<file path="src/rtl/ddr_deser_stream.sv">
// DDR input capture and deserializer: samples din on both clock edges, packs RATIO
// rise/fall pairs into one word and hands words out through a 2-entry FWFT buffer.
module ddr_deser_stream #(
    parameter int unsigned DATA_WIDTH = 1,
    parameter int unsigned RATIO      = 2,
    parameter bit          RISE_FIRST = 1'b1
) (
    input  logic                          clk,
    input  logic                          rst_n,
    input  logic [DATA_WIDTH-1:0]         din,
    input  logic                          din_en,
    output logic [2*DATA_WIDTH*RATIO-1:0] dout,
    output logic                          dout_vld,
    input  logic                          dout_rd,
    output logic                          ovf,
    input  logic                          ovf_clr
);

    localparam int unsigned PW = 2 * DATA_WIDTH;
    localparam int unsigned WW = PW * RATIO;

    logic [DATA_WIDTH-1:0] r_rise;
    logic [DATA_WIDTH-1:0] r_fall;
    logic                  en_q;
    logic [PW-1:0]         pair;
    logic                  last_beat;
    logic [WW-1:0]         word;
    logic                  push;

    logic [WW-1:0] mem [2];
    logic          wr_ptr;
    logic          rd_ptr;
    logic [1:0]    count;
    logic          full;
    logic          pop;
    logic          wr_en;
    logic          drop;

    // Rise sample and its enable are taken together on the rising edge.
    always_ff @(posedge clk or negedge rst_n) begin
        if (!rst_n) begin
            r_rise <= '0;
            en_q   <= 1'b0;
        end else begin
            r_rise <= din;
            en_q   <= din_en;
        end
    end

    always_ff @(negedge clk or negedge rst_n) begin
        if (!rst_n) begin
            r_fall <= '0;
        end else begin
            r_fall <= din;
        end
    end

    assign pair = RISE_FIRST ? {r_fall, r_rise} : {r_rise, r_fall};

    generate
        if (RATIO == 1) begin : g_single
            assign last_beat = 1'b1;
            assign word      = pair;
        end else begin : g_multi
            localparam int unsigned CW = $clog2(RATIO);

            logic [CW-1:0]             beat_cnt;
            logic [PW*(RATIO-1)-1:0]   acc;

            assign last_beat = (beat_cnt == CW'(RATIO - 1));
            // The final pair bypasses the accumulator and lands in the top slot.
            assign word      = {pair, acc};

            always_ff @(posedge clk or negedge rst_n) begin
                if (!rst_n) begin
                    beat_cnt <= '0;
                    acc      <= '0;
                end else if (en_q) begin
                    if (last_beat) begin
                        beat_cnt <= '0;
                    end else begin
                        beat_cnt <= beat_cnt + 1'b1;
                        for (int unsigned i = 0; i < RATIO - 1; i++) begin
                            if (beat_cnt == CW'(i)) begin
                                acc[i*PW +: PW] <= pair;
                            end
                        end
                    end
                end
            end
        end
    endgenerate

    assign push  = en_q && last_beat;
    assign full  = (count == 2'd2);
    assign pop   = (count != 2'd0) && dout_rd;
    // A pop frees the head slot in the same edge, so full+pop still accepts.
    assign wr_en = push && (!full || pop);
    assign drop  = push && full && !pop;

    always_ff @(posedge clk or negedge rst_n) begin
        if (!rst_n) begin
            mem[0] <= '0;
            mem[1] <= '0;
            wr_ptr <= 1'b0;
            rd_ptr <= 1'b0;
            count  <= 2'd0;
            ovf    <= 1'b0;
        end else begin
            if (wr_en) begin
                mem[wr_ptr] <= word;
                wr_ptr      <= ~wr_ptr;
            end
            if (pop) begin
                rd_ptr <= ~rd_ptr;
            end
            count <= count + {1'b0, wr_en} - {1'b0, pop};
            if (drop) begin
                ovf <= 1'b1;
            end else if (ovf_clr) begin
                ovf <= 1'b0;
            end
        end
    end

    assign dout     = mem[rd_ptr];
    assign dout_vld = (count != 2'd0);

endmodule

</file>
<file path="config.mk">
export PLATFORM = sky130hd
export DESIGN_NAME = ddr_deser_stream
export DESIGN_NICKNAME = d
export VERILOG_FILES = /design/src/rtl/ddr_deser_stream.sv
export SDC_FILE = /design/constraint.sdc
export NUM_CORES = 1
export LEC_CHECK = 0
export ABC_AREA = 1
export BUFFER_PORTS_ARGS = -buffer_cell sky130_fd_sc_hd__buf_2
export CORE_UTILIZATION = 54
export CTS_CLUSTER_SIZE = 8
export DETAILED_ROUTE_END_ITERATION = 7
export PLACE_DENSITY_LB_ADDON = 0.1
export REMOVE_ABC_BUFFERS = 1
export SYNTH_ARGS = -nofsm -noshare
export SYNTH_HDL_FRONTEND = slang
export SYNTH_SLANG_ARGS = --single-unit
</file>
<file path="constraint.sdc">
create_clock -name clk -period 1.7 [get_ports clk]
set_input_delay 0.17 -clock clk [delete_from_list [all_inputs] [get_ports clk]]
set_output_delay 0.17 -clock clk [all_outputs]
set_load 0.05 [all_outputs]
</file>
==> After elaboration in Yosys (flattened, before gate mapping) <==
Cells that the tools add are included.
{ "word_totals": {"elab_cells": 44, "inputBits": 6, "regBits": 19, "out_inout_bits": 6} }
{ "classes": {"n_addsub": 3, "n_bitwise": 5, "magnitude_cmp": 3, "eq_ne": 1, "muxes": 9, "reduce_logical": 12} }
{ "ops": {"columns": ["operator", "count"], "rows": [
  ["$mux W4", 4],
  ["$bwmux W8", 1],
  ["$logic_and A1 B1 Y1", 6],
  ["$demux W4 S1", 1],
  ["$ge A2 B2 Y1 const B", 2],
  ["$not A1 Y2", 2],
  ["$reduce_bool A2 Y1", 2],
  ["$mux W1", 3],
  ["$not A1 Y1", 3],
  ["$add A2 B1 Y2", 1],
  ["$eq A2 B2 Y1 const B", 1],
  ["$logic_not A1 Y1", 2],
  ["$lt A2 B1 Y1 const B", 1],
  ["$reduce_and A2 Y1", 1],
  ["$sub A2 B1 Y2", 1],
  ["$add A1 B1 Y1 const B", 1],
  ["$logic_or A1 B1 Y1", 1]
]} }

==> Longest topological paths before layout <==
Gate-level depths: netlist of the first run.
{ "depth": {"ltp_word": 6, "depth_mapped": 10, "ltp_nobuf": 10} }

==> run_results.csv, run 1 <==
group,metric,value,unit
run_status,status,"completed",
detailed_routing,drt-wirelength-per-cell,11.0,um
critical_path,r2r_slack,0.11,ns
critical_path,crit_fanout,2,
detailed_routing,ant_nets,0,
place,dp_hpwl,1080,um
sta,rsz0062_at_grt,"no",
critical_path,path_depth,9,
place,portBuffers,11,
detailed_routing,wl_met1,664,um
global_routing,overflow,0,
critical_path,cp-startpoint,"count[1]",
synthesis,syn-cell-area,875,sq um
layout,fillCellCount,136,
floorplan,pin_count,12,
layout,layout_commonest_cell,"nand2_1",
critical_path,timing.rr.start,"count[1]",
global_routing,grt_max_degree,19,
floorplan,initial_core_util,0.581,
cts,cts_root_buf,"clkbuf_4",
sta,skew,0.00132,ns
detailed_routing,topRoutingLayerUsed,"met4",
cts,cts.sink_count,19,
cts,cts_max_level,1,
layout,final_cells,130,
global_routing,grt_use_total,0.194,
critical_path,crit_chain,"buf_4, nand3_4, nand2_4, ha_1, inv_1, ha_1, xnor2_1, nor2_1, nor2_1",
sta,finalSetupViolCount,0,
layout,area_growth,15.9,%
detailed_routing,post-route-drc-count,0,
synthesis,ys_warn_count,0,
sta,fin_setup_tns,0,ns
critical_path,cp_top_family,"adder cells",
synthesis,seq_area_frac_synth,0.544,
critical_path,cp.arrival,1.78,ns
synthesis,ys_seq_elements,19,
place,routabilityCongestion,0.772,
detailed_routing,wl,1420,um
detailed_routing,firstDrtPassIters,4,
detailed_routing,vias_per_cell,4.95,
critical_path,path_class,"register to register",
place,dpl.cell_count,122,
synthesis,syn_area_per_cell,9.30,sq um
synthesis,netlist_instances,94,
sta,max_freq,628,MHz
layout,diodes,0,
sta,tightest_slew,0.265,ns
power,power_density,1780,nW/um^2
place,place_ws,0.104,ns
critical_path,worst-path-buf-inv,2,
sta,setup_slack,0.108,ns
layout,drive_above_1_share,0.228,
critical_path,crit_slowest_cell,"dfrtp_1",
cts,cts.clk_slew.worst_paths,0.10,ns
floorplan,die_w,42.2,um
floorplan,core.rowCount,14,
detailed_routing,wl_met3,40,um
cts,clkLatencyLatePin,0.29,ns
layout,final_nets,123,
detailed_routing,vias,643,
floorplan,die_h,42.2,um
critical_path,rr_worst_depth,9,
layout,final_cell_mix,"37 x nand2_1, 18 x dfrtp_1, 11 x buf_2",
global_routing,grt_pass1_wl,2550,um
run,cap_violations,0,
critical_path,cp-start-kind,"register",
detailed_routing,first_iter_violations,14,
cts,cts_buffer_depth,2,
cts,cts_made_buffers,3,
global_routing,grt_pass1_vias,612,
critical_path,worstSetupEndpoint,"count[1]",
global_routing,antenna_found_initial,0,
sta,slew_violations,0,
power,cellLeakagePower,0.000560,uW
power,power.total,1800,uW
sta,timing.final.crit_share,0.937,
critical_path,end_kind,"register",
power,ir_drop,1350,uV
synthesis,synth_cell_types,18,
sta,whs,0.0571,ns
floorplan,die-area,1780,sq um
sta,post-route-min-period,1.59,ns
critical_path,rr_endpoint,"count[1]",
hold_path,hp-class,"input port to register",
sta,finalHoldViolCount,0,
floorplan,coreArea,1510,sq um
cts,cts_tree,"done",
critical_path,critPathMaxStageDelay,0.40,ns
critical_path,crit_required,1.89,ns
detailed_routing,wl_met2,707,um
sta,relSlewSlack,0.824,
-- power by group --
part	switching [uW]	internal (uW)
registers	118	611
clock network	127	91.1
logic	595	257
-- worst min-delay path by stage --
stage	start	endpoint	cells past startpoint	slack, ns
2_1_floorplan	rst_n	count[0]	0	-0.13
3_3_place_gp	rst_n	mem[7]	2	0.19
3_5_place_dp	rst_n	mem[7]	2	0.19
4_1_cts	ovf_clr	ovf	2	0.05
5_1_grt	ovf_clr	ovf	2	0.06
6_report	ovf_clr	ovf	2	0.06
-- worst register-to-register path: stages, from the launching register on --
cell and delay, ns:
dfrtp_1 0.40, buf_4 0.15, nand3_4 0.09, nand2_4 0.05, ha_1 0.27, inv_1 0.04, ha_1 0.20, xnor2_1 0.14
nor2_1 0.10, nor2_1 0.06
-- Yosys cell counts --
library cell	n	share of area
nand4_1	8	0.057
nand3_2	1	0.011
ha_1	2	0.029
buf_6	2	0.026
nor2_1	3	0.013
dfrtp_1	18	0.52
or2_1	1	0.0072
dfrtn_1	1	0.029
xnor2_1	1	0.010
o21ai_1	2	0.011
inv_2	1	0.0043
nand2_1	37	0.16
xor2_1	2	0.020
nand2_4	1	0.013
clkinv_2	1	0.0057
nand3_4	2	0.040
inv_1	10	0.043
o22ai_1	1	0.0072
-- state kept, by name, indices dropped and copies added, names as in the netlist --
register,flops
wr_ptr,1
r_rise,1
ovf,1
en_q,1
g_multi.acc,2
count,2
rd_ptr,1
g_multi.beat_cnt,1
r_fall,1
mem,8
-- cell families (layout without fill, tap and decap cells) --
logic type,after synthesis,in the layout,synth area share
XOR/XNOR,3,3,0.0300
adder cells (fa/ha/maj),2,2,0.0286
buffers and inverters,14,34,0.0787
AND/OR/NAND/NOR,53,53,0.300
AO/OA/AOI/OAI,3,3,0.0186
flip-flops,19,19,0.544
-- cell type report --
class	count	area, sq um	share of cell area
flip-flops and latches	19	475	0.469
multi-input cells	61	330	0.326
repair buffers	18	115	0.114
inverters	12	46.3	0.0457
clock buffers	4	26.3	0.0259
well taps	16	20.0	0.0198
-- repair_timing --
item | in CTS | in global routing
hold endpoints to repair | 20 | 0
hold buffers | 3 | 0
endpoints found under the setup margin | 0 | 1
resized for setup | 0 | 2
setup buffers | 0 | 1
-- per-layer routing --
metal | vias up | track usage
li1 | 339 | -
met1 | 290 | 0.259
met2 | 12 | 0.311
met3 | 2 | 0.0259
met4 | 0 | 0.0938
met5 | - | 0
-- metrics by stage --
stage | util | area, sq um
floorplan | - | 852
global placement | 0.630 | 950
detailed placement | 0.630 | 950
CTS | 0.668 | 1010
global route | 0.673 | 1010
finish | 0.673 | 1010
Power figures use the tool's default switching activity.
==> run 2, diff against run 1 <==
--- a/config.mk
+++ b/config.mk
@@ -10,6 +10,7 @@
 export CORE_UTILIZATION = 54
 export CTS_CLUSTER_SIZE = 8
 export DETAILED_ROUTE_END_ITERATION = 7
+export GPL_TIMING_DRIVEN = 0
 export PLACE_DENSITY_LB_ADDON = 0.1
 export REMOVE_ABC_BUFFERS = 1
 export SYNTH_ARGS = -nofsm -noshare
==> run 2 against run 1 <==
Effect of this change:
- clock skew is 0.0033 ns higher
- first-iteration DRC count is 43% lower
- largest cell class unchanged
- total power is 0.46% lower
- worst hold slack better by 0.0037 ns
- critical path type unchanged
- core utilization is 1.1 points lower
==> run_results.csv, run 2 (synthesis gave the netlist of run 1 again) <==
group,metric,value,unit
sta,relSlewSlack,0.725,
layout,final_cell_mix,"36 x nand2_1, 18 x dfrtp_1, 11 x buf_2",
detailed_routing,first_iter_violations,8,
critical_path,rr_endpoint,"count[1]",
power,seqPwrFrac,0.420,
layout,final_nets,120,
sta,slew_violations,0,
critical_path,path_class,"register to register",
layout,largest_reg_flops,8,
global_routing,overflow,0,
sta,timing.final.crit_share,0.932,
sta,finalHoldViolCount,0,
sta,setup_slack,0.115,ns
layout,diodes,0,
sta,whs,0.0608,ns
power,ir_drop,1040,uV
hold_path,worstHoldStart,"ovf_clr",
critical_path,cp-start-kind,"register",
sta,skew,0.00459,ns
layout,regMostFlops,"mem",
detailed_routing,firstDrtPassIters,4,
cts,cts_made_buffers,3,
sta,post-route-min-period,1.58,ns
run,cap_violations,0,
cts,clkLatencyLatePin,0.29,ns
place,routabilityCongestion,0.747,
place,portBuffers,11,
power,power_frac_clock,0.122,
global_routing,grt_max_degree,20,
power,switching_power,842,uW
run_status,status,"completed",
floorplan,die_h,42.2,um
place,dp_hpwl,1040,um
floorplan,coreArea,1510,sq um
detailed_routing,ant_nets,0,
critical_path,r2r_slack,0.12,ns
cts,cts.clk_slew.worst_paths,0.10,ns
power,power_density,1800,nW/um^2
detailed_routing,vias,667,
cts,cts_root_buf,"clkbuf_4",
floorplan,die-area,1780,sq um
layout,layout_commonest_cell,"nand2_1",
cts,cts_max_level,1,
layout,area_growth,14.0,%
global_routing,grt_pass1_vias,614,
critical_path,end_kind,"register",
floorplan,die_w,42.2,um
layout,fillCellCount,133,
detailed_routing,vias_per_cell,5.25,
floorplan,initial_core_util,0.581,
floorplan,core.rowCount,14,
hold_path,holdPathStages,2,
cts,cts.sink_count,19,
cts,cts_tree,"done",
power,swShare,0.470,
floorplan,pin_count,12,
sta,tightest_slew,0.412,ns
layout,fin_util,0.662,
power,power.total,1790,uW
detailed_routing,post-route-drc-count,0,
critical_path,rr_worst_depth,8,
layout,largestRegisters,"mem (8), count (2), g_multi.acc (2)",
global_routing,grt_use_total,0.185,
global_routing,antenna_found_initial,0,
global_routing,grt_pass1_wl,2480,um
hold_path,hold_end,"ovf",
critical_path,crit_fanout,12,
power,combPwrFrac,0.458,
detailed_routing,wl,1400,um
sta,max_freq,631,MHz
critical_path,timing.rr.start,"count[1]",
critical_path,cp.arrival,1.81,ns
power,cellLeakagePower,0.000544,uW
sta,finalSetupViolCount,0,
sta,rsz0062_at_grt,"no",
critical_path,crit_required,1.93,ns
cts,cts_buffer_depth,2,
detailed_routing,drt-wirelength-per-cell,11.0,um
power,internal_power,949,uW
layout,drive_above_1_share,0.225,
hold_path,hp-class,"input port to register",
place,place_ws,0.0706,ns
[run 2: cell types whose count changed in the layout (fill, tap and decap cells not counted)]
cell	delta
ha_1	-1
inv_4	+1
nand2_2	+1
buf_4	-3
ha_2	+1
clkinv_2	-1
nand2_1	-1
[run 2: metrics by stage]
| step | instance area, sq um | instances | TNS [ns] |
|---|---|---|---|
| after CTS | 983 | 126 | 0 |
| after global routing | 997 | 127 | 0 |
| after detailed placement | 927 | 119 | 0 |
| after floorplan | 852 | 92 | -0.181 |
| after global placement | 927 | 119 | 0 |
| final | 997 | 127 | 0 |
[run 2: timing repair]
action,4_1_cts,5_1_grt
endpoints found under the setup margin,0,1
gates resized for setup,0,5
hold endpoints to repair,20,0
hold buffers,3,0
setup buffers,0,1
[run 2: cell type report]
cell class	instances	area, sq um	area share
Multi-Input combinational cell	61	335	0.336
Inverter	12	47.5	0.0477
Clock buffer	4	26.3	0.0263
Tap cell	16	20.0	0.0201
Timing Repair Buffer	15	92.6	0.0928
Sequential cell	19	475	0.477
[run 2: metal layers]
metal	GRT usage	wire (um)
met3	0.0259	59
met4	0.0750	19
met5	0	0
met1	0.232	616
met2	0.320	705
[run 2: power groups by stage]
stage	clock [uW]	sequential (uW)	combinational, uW
global placement	0	748	776
floorplan	0	731	641
detailed placement	0	757	795
global route	240	773	909
CTS	232	748	803
finish	219	752	820
[run 2: worst max-delay path by stage]
stage             start  cells past startpoint  slack (ns)       end
2_1_floorplan  count[0]                     10       -0.18  count[1]
6_report       count[1]                      8        0.12  count[1]
3_3_place_gp   count[0]                     10        0.11  count[1]
5_1_grt        count[1]                     10        0.01  count[1]
4_1_cts        count[0]                     10        0.05  count[1]
3_5_place_dp   count[0]                     10        0.07  count[1]
[run 2: worst max-delay path, stage by stage, from the launching register on]
cell and delay [ns]:
dfrtp_1 0.44, nand3_4 0.20, nand2_4 0.06, ha_1 0.29, inv_1 0.06, ha_2 0.19, xor2_1 0.15, nor2_1 0.05
nor2_1 0.09
==> run 3, diff against run 2 <==
--- a/config.mk
+++ b/config.mk
@@ -5,9 +5,8 @@
 export SDC_FILE = /design/constraint.sdc
 export NUM_CORES = 1
 export LEC_CHECK = 0
-export ABC_AREA = 1
 export BUFFER_PORTS_ARGS = -buffer_cell sky130_fd_sc_hd__buf_2
-export CORE_UTILIZATION = 54
+export CORE_UTILIZATION = 53
 export CTS_CLUSTER_SIZE = 8
 export DETAILED_ROUTE_END_ITERATION = 7
 export GPL_TIMING_DRIVEN = 0
==> run 3 against run 2 <==
Effect of this change:
- via count down 29%
- clock power about the same
- core utilization grew 5.7 points
- first-iteration DRC count fell by 50%
- critical path type unchanged
- die area shrank 5.4%
- worst hold slack worse by 0.00085 ns
- maximum frequency fell by 4.0%
- highest routed layer unchanged
==> run_results.csv, run 3 <==
group,metric,value,unit
synthesis,syn_area_per_cell,15.0,sq um
layout,area_growth,21.3,%
layout,largest_reg_flops,8,
sta,tightest_slew,0.413,ns
detailed_routing,first_iter_violations,4,
place,routabilityCongestion,0.638,
run_status,status,"completed",
global_routing,grt_pass1_wl,1960,um
synthesis,seq_area_frac_synth,0.587,
sta,slew_violations,0,
sta,whs,0.0599,ns
floorplan,die-area,1690,sq um
critical_path,end_kind,"register",
detailed_routing,ant_nets,0,
detailed_routing,firstDrtPassIters,2,
critical_path,worst-path-buf-inv,1,
place,dp_hpwl,854,um
hold_path,hp-class,"input port to register",
sta,finalHoldViolCount,0,
critical_path,r2r_slack,0.05,ns
critical_path,crit_slowest_cell,"dfrtp_1",
sta,skew,0.00552,ns
global_routing,overflow,0,
layout,regMostFlops,"mem",
place,place_ws,-0.0150,ns
synthesis,synth_cell_types,20,
cts,cts.sink_count,19,
place,placed_cell_area,883,sq um
power,ir_drop,1480,uV
detailed_routing,post-route-drc-count,0,
layout,fillCellCount,109,
synthesis,synthArstFlopShare,1.00,
layout,diodes,0,
cts,cts_max_level,1,
sta,post-route-min-period,1.65,ns
floorplan,core.rowCount,13,
cts,cts_tree,"done",
floorplan,initial_core_util,0.592,
global_routing,grt_pass1_vias,425,
power,power_density,2050,nW/um^2
critical_path,crit_fanout,2,
detailed_routing,drt-wirelength-per-cell,14.3,um
critical_path,cp-startpoint,"count[0]",
layout,largestRegisters,"mem (8), count (2), g_multi.acc (2)",
critical_path,crit_chain,"or2_1, and2_4, ha_4, inv_1, ha_1, xnor2_1, xnor2_1",
cts,cts_buffer_depth,2,
layout,final_cells,90,
critical_path,cp.arrival,1.87,ns
layout,drive_above_1_share,0.400,
detailed_routing,wl,1290,um
sta,relSlewSlack,0.725,
place,portBuffers,11,
synthesis,netlist_instances,54,
power,cellLeakagePower,0.000441,uW
cts,cts_made_buffers,3,
synthesis,synthTopCellsByCount,"18 x dfrtp_1, 8 x mux2_1, 6 x mux2_2",
critical_path,path_depth,7,
synthesis,yosysMostFrequentCell,"dfrtp_1",
critical_path,cp-start-kind,"register",
critical_path,crit_required,1.92,ns
place,dpl.cell_count,80,
critical_path,rr_endpoint,"count[1]",
critical_path,timing.rr.start,"count[0]",
critical_path,rr_worst_depth,7,
critical_path,cp_top_family,"adder cells",
synthesis,ys.flop_type,"dfrtp_1",
critical_path,critPathMaxStageDelay,0.40,ns
sta,max_freq,606,MHz
sta,timing.final.crit_share,0.971,
detailed_routing,vias,471,
layout,fin_util,0.719,
sta,setup_slack,0.0499,ns
synthesis,synth_edf_count,0,
floorplan,pin_count,12,
synthesis,syn-cell-area,810,sq um
critical_path,worstSetupEndpoint,"count[1]",
global_routing,grt_max_degree,20,
sta,finalSetupViolCount,0,
synthesis,ys_warn_count,0,
critical_path,path_class,"register to register",
cts,cts.clk_slew.worst_paths,0.11,ns
layout,final_nets,84,
synthesis,synth_top_area_frac,0.556,
detailed_routing,vias_per_cell,5.23,
critical_path,crit_top_cell,"xnor2_1",
run,cap_violations,0,
floorplan,coreArea,1370,sq um
floorplan,die_w,41.1,um
layout,final_cell_mix,"18 x dfrtp_1, 11 x buf_2, 8 x mux2_1",
global_routing,antenna_found_initial,0,
floorplan,die_h,41.1,um
global_routing,grt_use_total,0.190,
layout,fin_area,982,sq um
cts,clkLatencyLatePin,0.29,ns
synthesis,ys_seq_elements,19,
layout,layout_commonest_cell,"dfrtp_1",
cts,cts_root_buf,"clkbuf_4",
synthesis,synth_top_cell_by_area,"dfrtp_1",
synthesis,ys_top_cells_by_area,"dfrtp_1 56%, mux2_1 11%, mux2_2 8.3%",
run 3: cell type report:
cell class / instances / area, sq um / area share
clock buffers: 4 / 26.3 / 0.0268
multi-input cells: 33 / 347 / 0.353
inverters: 2 / 7.51 / 0.00764
flip-flops and latches: 19 / 475 / 0.484
repair buffers: 17 / 108 / 0.110
well taps: 15 / 18.8 / 0.0191
run 3: cell families (layout without fill, tap and decap cells):
| logic type | Yosys count | in the layout | synth area share |
|---|---|---|---|
| DFF | 19 | 19 | 0.587 |
| muxes | 14 | 14 | 0.195 |
| and+or+nand+nor | 11 | 11 | 0.121 |
| xor gates and xnor gates | 4 | 4 | 0.0433 |
| adders and majority gates | 2 | 2 | 0.0309 |
| AOI/OAI and AO/OA | 2 | 2 | 0.0139 |
| buffers and inverters | 2 | 23 | 0.00928 |
run 3: repair_timing:
| item | in CTS | in global routing |
|---|---|---|
| resized for setup | 0 | 3 |
| pin swaps | 0 | 4 |
| endpoints found under the hold margin | 20 | 0 |
| endpoints found under the setup margin | 1 | 1 |
| hold buffers | 3 | 0 |
| setup buffers | 3 | 0 |
run 3: power by group:
part / internal, uW / switching [uW] / total [uW]
Sequential: 648 / 143 / 791
Combinational: 418 / 584 / 1000
Clock: 91.0 / 129 / 220
run 3: how the worst min path moves through the flow:
stage | startpoint | to | slack, ns | depth (start not counted)
2_1_floorplan | rst_n | count[0] | -0.13 | 0
5_1_grt | ovf_clr | ovf | 0.05 | 2
4_1_cts | ovf_clr | ovf | 0.06 | 2
3_3_place_gp | rst_n | mem[4] | 0.12 | 1
6_report | ovf_clr | ovf | 0.06 | 2
3_5_place_dp | rst_n | mem[1] | 0.13 | 1
run 3: through the flow:
step                setup TNS (ns)  power (uW)
floorplan                   -0.281        1530
global placement                 0        1690
detailed placement         -0.0150        1710
CTS                              0        1990
global route              -0.00236        2160
finish                           0        2010
run 3: worst reg2reg max path, stage by stage, from the launching register on:
cell and delay [ns]:
dfrtp_1 0.40, or2_1 0.26, and2_4 0.16, ha_4 0.25, inv_1 0.03, ha_1 0.17
xnor2_1 0.18, xnor2_1 0.13
run 3: metal layers:
layer	wire length, um	global-route usage	up-vias
met4	8	0.0750	0
li1	-	-	232
met5	0	0	-
met3	33	0.0652	2
met1	632	0.241	229
met2	613	0.293	8
